==> src/rtl/pipe_skid_stage.sv <==
// pipe_skid_stage: two-entry valid/ready pipeline stage with a fully
// registered upstream ready. The main entry drives o_data. The skid entry
// absorbs the one word that can arrive in the same cycle the consumer stalls.
// Optional feature: define PIPE_FLUSH_EN to add the i_flush port, which
// discards every held word at the next clock edge.
module pipe_skid_stage #(
    parameter int               WIDTH      = 32,
    parameter logic [WIDTH-1:0] RESET_DATA = {WIDTH{1'b0}}
) (
    input  logic             clk,
    input  logic             resetn,
    input  logic             i_valid,
    input  logic [WIDTH-1:0] i_data,
    output logic             o_ready,
    output logic             o_valid,
    output logic [WIDTH-1:0] o_data,
    input  logic             i_ready
`ifdef PIPE_FLUSH_EN
    ,
    input  logic             i_flush
`endif
);

    // Occupancy: EMPTY = no word, BUSY = main only, FULL = main + skid.
    localparam logic [1:0] ST_EMPTY = 2'b00;
    localparam logic [1:0] ST_BUSY  = 2'b01;
    localparam logic [1:0] ST_FULL  = 2'b10;

    logic [1:0]       state_r;
    logic [1:0]       state_nxt_s;
    logic [WIDTH-1:0] main_r;
    logic [WIDTH-1:0] main_nxt_s;
    logic [WIDTH-1:0] skid_r;
    logic [WIDTH-1:0] skid_nxt_s;
    logic             o_valid_r;
    logic             o_ready_r;
    logic             in_fire_s;
    logic             out_fire_s;
    logic             flush_s;

`ifdef PIPE_FLUSH_EN
    assign flush_s = i_flush;
`else
    assign flush_s = 1'b0;
`endif

    // Handshakes use only the registered flags, so no input-to-output comb path.
    assign in_fire_s  = i_valid & o_ready_r;
    assign out_fire_s = o_valid_r & i_ready;

    assign o_ready = o_ready_r;
    assign o_valid = o_valid_r;
    assign o_data  = main_r;

    // Next-state and entry update; flush overrides every handshake outcome.
    always_comb begin
        state_nxt_s = state_r;
        main_nxt_s  = main_r;
        skid_nxt_s  = skid_r;
        if (flush_s) begin
            state_nxt_s = ST_EMPTY;
            main_nxt_s  = RESET_DATA;
            skid_nxt_s  = RESET_DATA;
        end else begin
            case (state_r)
                ST_EMPTY: begin
                    if (in_fire_s) begin
                        main_nxt_s  = i_data;
                        state_nxt_s = ST_BUSY;
                    end else begin
                        state_nxt_s = ST_EMPTY;
                    end
                end
                ST_BUSY: begin
                    if (in_fire_s && out_fire_s) begin
                        main_nxt_s  = i_data;
                        state_nxt_s = ST_BUSY;
                    end else if (in_fire_s) begin
                        // Consumer stalled: park the newcomer behind main.
                        skid_nxt_s  = i_data;
                        state_nxt_s = ST_FULL;
                    end else if (out_fire_s) begin
                        state_nxt_s = ST_EMPTY;
                    end else begin
                        state_nxt_s = ST_BUSY;
                    end
                end
                ST_FULL: begin
                    // o_ready is low here, so only the output side can move.
                    if (out_fire_s) begin
                        main_nxt_s  = skid_r;
                        state_nxt_s = ST_BUSY;
                    end else begin
                        state_nxt_s = ST_FULL;
                    end
                end
                default: begin
                    // Unreachable encoding: recover to a clean empty stage.
                    state_nxt_s = ST_EMPTY;
                end
            endcase
        end
    end

    // State and handshake flags; flags are precomputed from the next state
    // so that both outputs come straight from flops.
    always_ff @(posedge clk or negedge resetn) begin
        if (!resetn) begin
            state_r   <= ST_EMPTY;
            o_valid_r <= 1'b0;
            o_ready_r <= 1'b1;
        end else begin
            state_r   <= state_nxt_s;
            o_valid_r <= (state_nxt_s == ST_BUSY) || (state_nxt_s == ST_FULL);
            o_ready_r <= (state_nxt_s != ST_FULL);
        end
    end

    // Data entries; they carry no control meaning, so only their load values matter.
    always_ff @(posedge clk or negedge resetn) begin
        if (!resetn) begin
            main_r <= RESET_DATA;
            skid_r <= RESET_DATA;
        end else begin
            main_r <= main_nxt_s;
            skid_r <= skid_nxt_s;
        end
    end

endmodule

==> config.mk <==
export PLATFORM = sky130hd
export DESIGN_NAME = pipe_skid_stage
export DESIGN_NICKNAME = d
export VERILOG_FILES = /design/src/rtl/pipe_skid_stage.sv
export SDC_FILE = /design/constraint.sdc
export NUM_CORES = 1
export LEC_CHECK = 0
export CORE_MARGIN = 2
export CORE_UTILIZATION = 46
export CTS_BUF_LIST = sky130_fd_sc_hd__clkbuf_16
export DETAILED_ROUTE_END_ITERATION = 16
export PLACE_DENSITY = 0.79
export SYNTH_ARGS = -nofsm -noshare
export SYNTH_HDL_FRONTEND = slang
export SYNTH_SLANG_ARGS = --single-unit
==> constraint.sdc <==
create_clock -name clk -period 1.5 [get_ports clk]
set_input_delay 0.3 -clock clk [delete_from_list [all_inputs] [get_ports clk]]
set_output_delay 0.3 -clock clk [all_outputs]
set_load 0.05 [all_outputs]
==> summary.txt <==
Outcome
  – Outcome: finished, violations left
  – Failing checks: negative hold slack, negative setup slack

CTS
  – Root buffer cell: clkbuf_16
  – H-tree levels: 3
  – CTS tree: done
  – # hold bufs at CTS: 0
  – CTS clk-pin slew, worst paths: 0.06 ns
  – Sink Count: 68
  – Clock Latency Late Sink: 0.32 ns
  – Total CTS buffers: 9
  – Max Buffers Root-to-Sink: 2

Layout
  – Layout cells sized above 1: 0.628
  – Fin util: 0.734
  – Design area: approximately 5000 um^2
  – Fillers: between 400 and 500
  – Area of the multi-input gates: 1550 um^2
  – Fin cells: 384
  – Nets: 320
  – Ant diodes: 0
  – Layout area overhead: 52.8%
  – FF/Latch Area: 1710 um^2

Detailed routing
  – Via Count: 1,938
  – Wire length on met3: approximately 420 um
  – Max layer used: met4
  – Vias per Instance: 5.05
  – DRT iter0 DRCs: 45
  – Detail Route Antenna Nets: 0
  – Initial DRT Pass Iterations: 4
  – M1 WL: 2840 um
  – WL met2: 3420 um
  – Avg WL per Cell: approximately 18 um
  – Routed WL: 6850 um
  – # DRC: 0

STA
  – Setup TNS: -6.93 ns
  – Worst-margin pin slew: 0.363 ns
  – Setup-failing EPs final: 65
  – Hold slack: -0.0139 ns
  – Setup WS post-layout: -0.155 ns
  – Post-route clock period utilization: 1.10
  – Skew final: 0.00530 ns
  – Max-slew violations: 0
  – F_max: 0.604 GHz
  – Final hold viol count: 9
  – Minimum clock period after layout: 1.65 ns
  – Max-slew headroom at the worst pin: 0.758
  – RSZ-0062 raised after global routing: yes

Placed design
  – Placed cells: 360
  – Port bufs: 69
  – HPWL Detailed: 4130 um
  – Placed cell area: approximately 4500 um^2
  – Gpl congestion: 0.753
  – Pre-CTS worst setup slack: -0.493 ns

Pwr
  – P_leak: 0.00231 uW
  – Design internal power: 8500 uW
  – VDD IR max: 1.46 mV
  – Clock power frac: 0.151
  – Total net switching power: 4760 uW
  – Comb power frac: 0.573
  – Sequential fraction of design power: 0.276
  – Switch share: 0.359
  – Power Dens Cells: 2650 nW/um^2

Worst setup path
  – Crit Path Class: register to register
  – Critical Path RT: ~1.7 ns
  – Maximum fanout along the worst path: 7
  – CP startpoint kind: register
  – Critical Path End Type: register
  – CP max stage delay: 0.42 ns
  – Worst path slowest cell: dfrtp_1
  – CP cell instances: a21boi_4, o32ai_4, buf_6, buf_12, mux2_4
  – FF-to-FF Start: state_r[0]$_DFF_PN0_
  – Internal reg-to-reg setup slack: -0.15 ns
  – Worst R2R End: o_data[15]$_DFFE_PN0P_
  – Worst r2r path cells: 5
  – Worst EP arrival: 1.85 ns

Synthesis
  – Post-synthesis sequential area ratio: 0.519
  – FFs w/ async S/R, synth: 1.00
  – Number of synthesized flops with an enable pin: 0
  – YS warnings: 0
  – Synth cell types: 22
  – Mean post-synth cell area: 17.3 um^2
  – Cell Area, Synth: 3280 um^2
  – Most common library cells after synthesis: dfrtp_1, mux2_4, mux2_2, mux2_1, buf_6
  – Synth Instances: 190
  – Cell taking the most area after synthesis: dfrtp_1
  – Most used standard cell by instance count after synthesis: dfrtp_1
  – Syn nets: 227
  – Synth area leaders: dfrtp_1, mux2_4, mux2_2, mux2_1, buf_6
  – Main flop type after synthesis: dfrtp_1
  – Seq cells post-synth: 68
  – Synth top area share: 0.511

Die
  – DIE HEIGHT: ~88 um
  – Die footprint: 7820 um^2
  – Die X: 88.5 um
  – Core ar.: between 6000 and 7000 um^2
  – # IOs: 70
  – Rows: 30
  – Initial Util: 0.480

Hold path
  – Hold crit path type: primary input to asynchronous set/reset pin

Global routing
  – Pin count of the biggest net entering global routing: between 60 and 70
  – Grt ovf: 0
  – First-pass GRT wire length: 10,800 um
  – Gr usage total: 0.185
  – Initial antenna violation count: 0
  – Vias in the first global route: 2,096

Flow run
  – Maxcap violations: 0
power by group through the flow:
stage / combinational [uW] / clock, uW / sequential (uW)
3_3_place_gp: 6880 / 0 / 3590
4_1_cts: 7410 / 2030 / 3640
3_5_place_dp: 7010 / 0 / 3640
2_1_floorplan: 2830 / 0 / 4930
6_report: 7600 / 2000 / 3660
5_1_grt: 7930 / 2130 / 3770
stage by stage:
stage,hold WS (ns),power (uW)
6_report,-0.0139,13300
5_1_grt,0.0141,13800
4_1_cts,0.00891,13100
3_5_place_dp,0.352,10600
3_3_place_gp,0.347,10500
2_1_floorplan,0.00441,7760
per-layer routing:
metal | global-route usage | vias up
met3 | 0.0541 | 14
met5 | 0 | -
li1 | - | 869
met2 | 0.288 | 67
met1 | 0.242 | 988
met4 | 0.0840 | 0
critical path, delay by kind of cell, from the launching register on:
family                 cells  cell delay, ns
AO/OA/AOI/OAI              2            0.48
buffers and inverters      2            0.33
multiplexers               1            0.30
flip-flops                 1            0.42
area by class of cell:
type                       count  share of cell area
multi-input combinational    111               0.309
inverter                       2             0.00150
clock inverter                 7              0.0117
sequential                    68               0.340
clock buffer                   9              0.0449
timing repair buffer          91               0.269
tap                           96              0.0240
state kept, by name, summed over array words and instances, names as in the netlist:
register and flops:
o_data 32, o_ready 1, o_valid 1, state_r 2, skid_r 32
cells by family (layout without fill, tap and decap cells):
family	after synthesis	after routing	synth area share
muxes	97	97	0.401
DFF	68	68	0.519
buffers and inverters	11	109	0.0412
and+or+nand+nor	7	7	0.0149
AOI/OAI and AO/OA	6	6	0.0198
adders and majority gates	1	1	0.00381
timing repair:
| item | CTS | global route |
|---|---|---|
| pin swaps | 2 | 2 |
| setup buffers | 3 | 3 |
| gates cloned | 2 | 2 |
| setup endpoints to repair | 58 | 66 |
| gates resized for setup | 13 | 14 |
worst max-delay path by stage:
stage                               from                     end  cells after the start
floorplan              o_ready$_DFF_PN1_  o_data[10]$_DFFE_PN0P_                      4
global placement                 i_ready   o_data[0]$_DFFE_PN0P_                      5
detailed placement               i_ready   o_data[0]$_DFFE_PN0P_                      5
CTS                    o_ready$_DFF_PN1_  o_data[15]$_DFFE_PN0P_                      5
global route        state_r[0]$_DFF_PN0_  o_data[15]$_DFFE_PN0P_                      5
finish              state_r[0]$_DFF_PN0_  o_data[15]$_DFFE_PN0P_                      5
placed cells by master, fill, tap and decap left out:
cell type / Yosys / routed
a21boi_4: 0 / 1
a21oi_2: 0 / 1
and2_1: 1 / 1
and2b_4: 1 / 1
and3b_2: 1 / 1
buf_12: 3 / 39
buf_16: 0 / 1
buf_2: 0 / 1
buf_4: 0 / 7
buf_6: 6 / 4
buf_8: 0 / 3
bufinv_16: 0 / 1
clkbuf_16: 0 / 11
clkdlybuf4s50_1: 0 / 33
clkinv_1: 0 / 2
clkinv_2: 0 / 2
clkinvlp_4: 0 / 1
dfrtp_1: 67 / 65
dfrtp_2: 0 / 2
dfstp_2: 1 / 1
dlymetal6s2s_1: 0 / 1
ha_4: 0 / 1
inv_1: 2 / 2
inv_2: 0 / 1
mux2_2: 28 / 20
mux2_4: 60 / 76
mux2i_1: 1 / 1
nand2_1: 2 / 1
nand2_2: 1 / 1
nand2_8: 0 / 1
nand2b_2: 1 / 1
o21ai_2: 0 / 1
o22a_2: 1 / 1
o22ai_1: 1 / 1
o32ai_4: 1 / 1
Power figures use the tool's default switching activity.
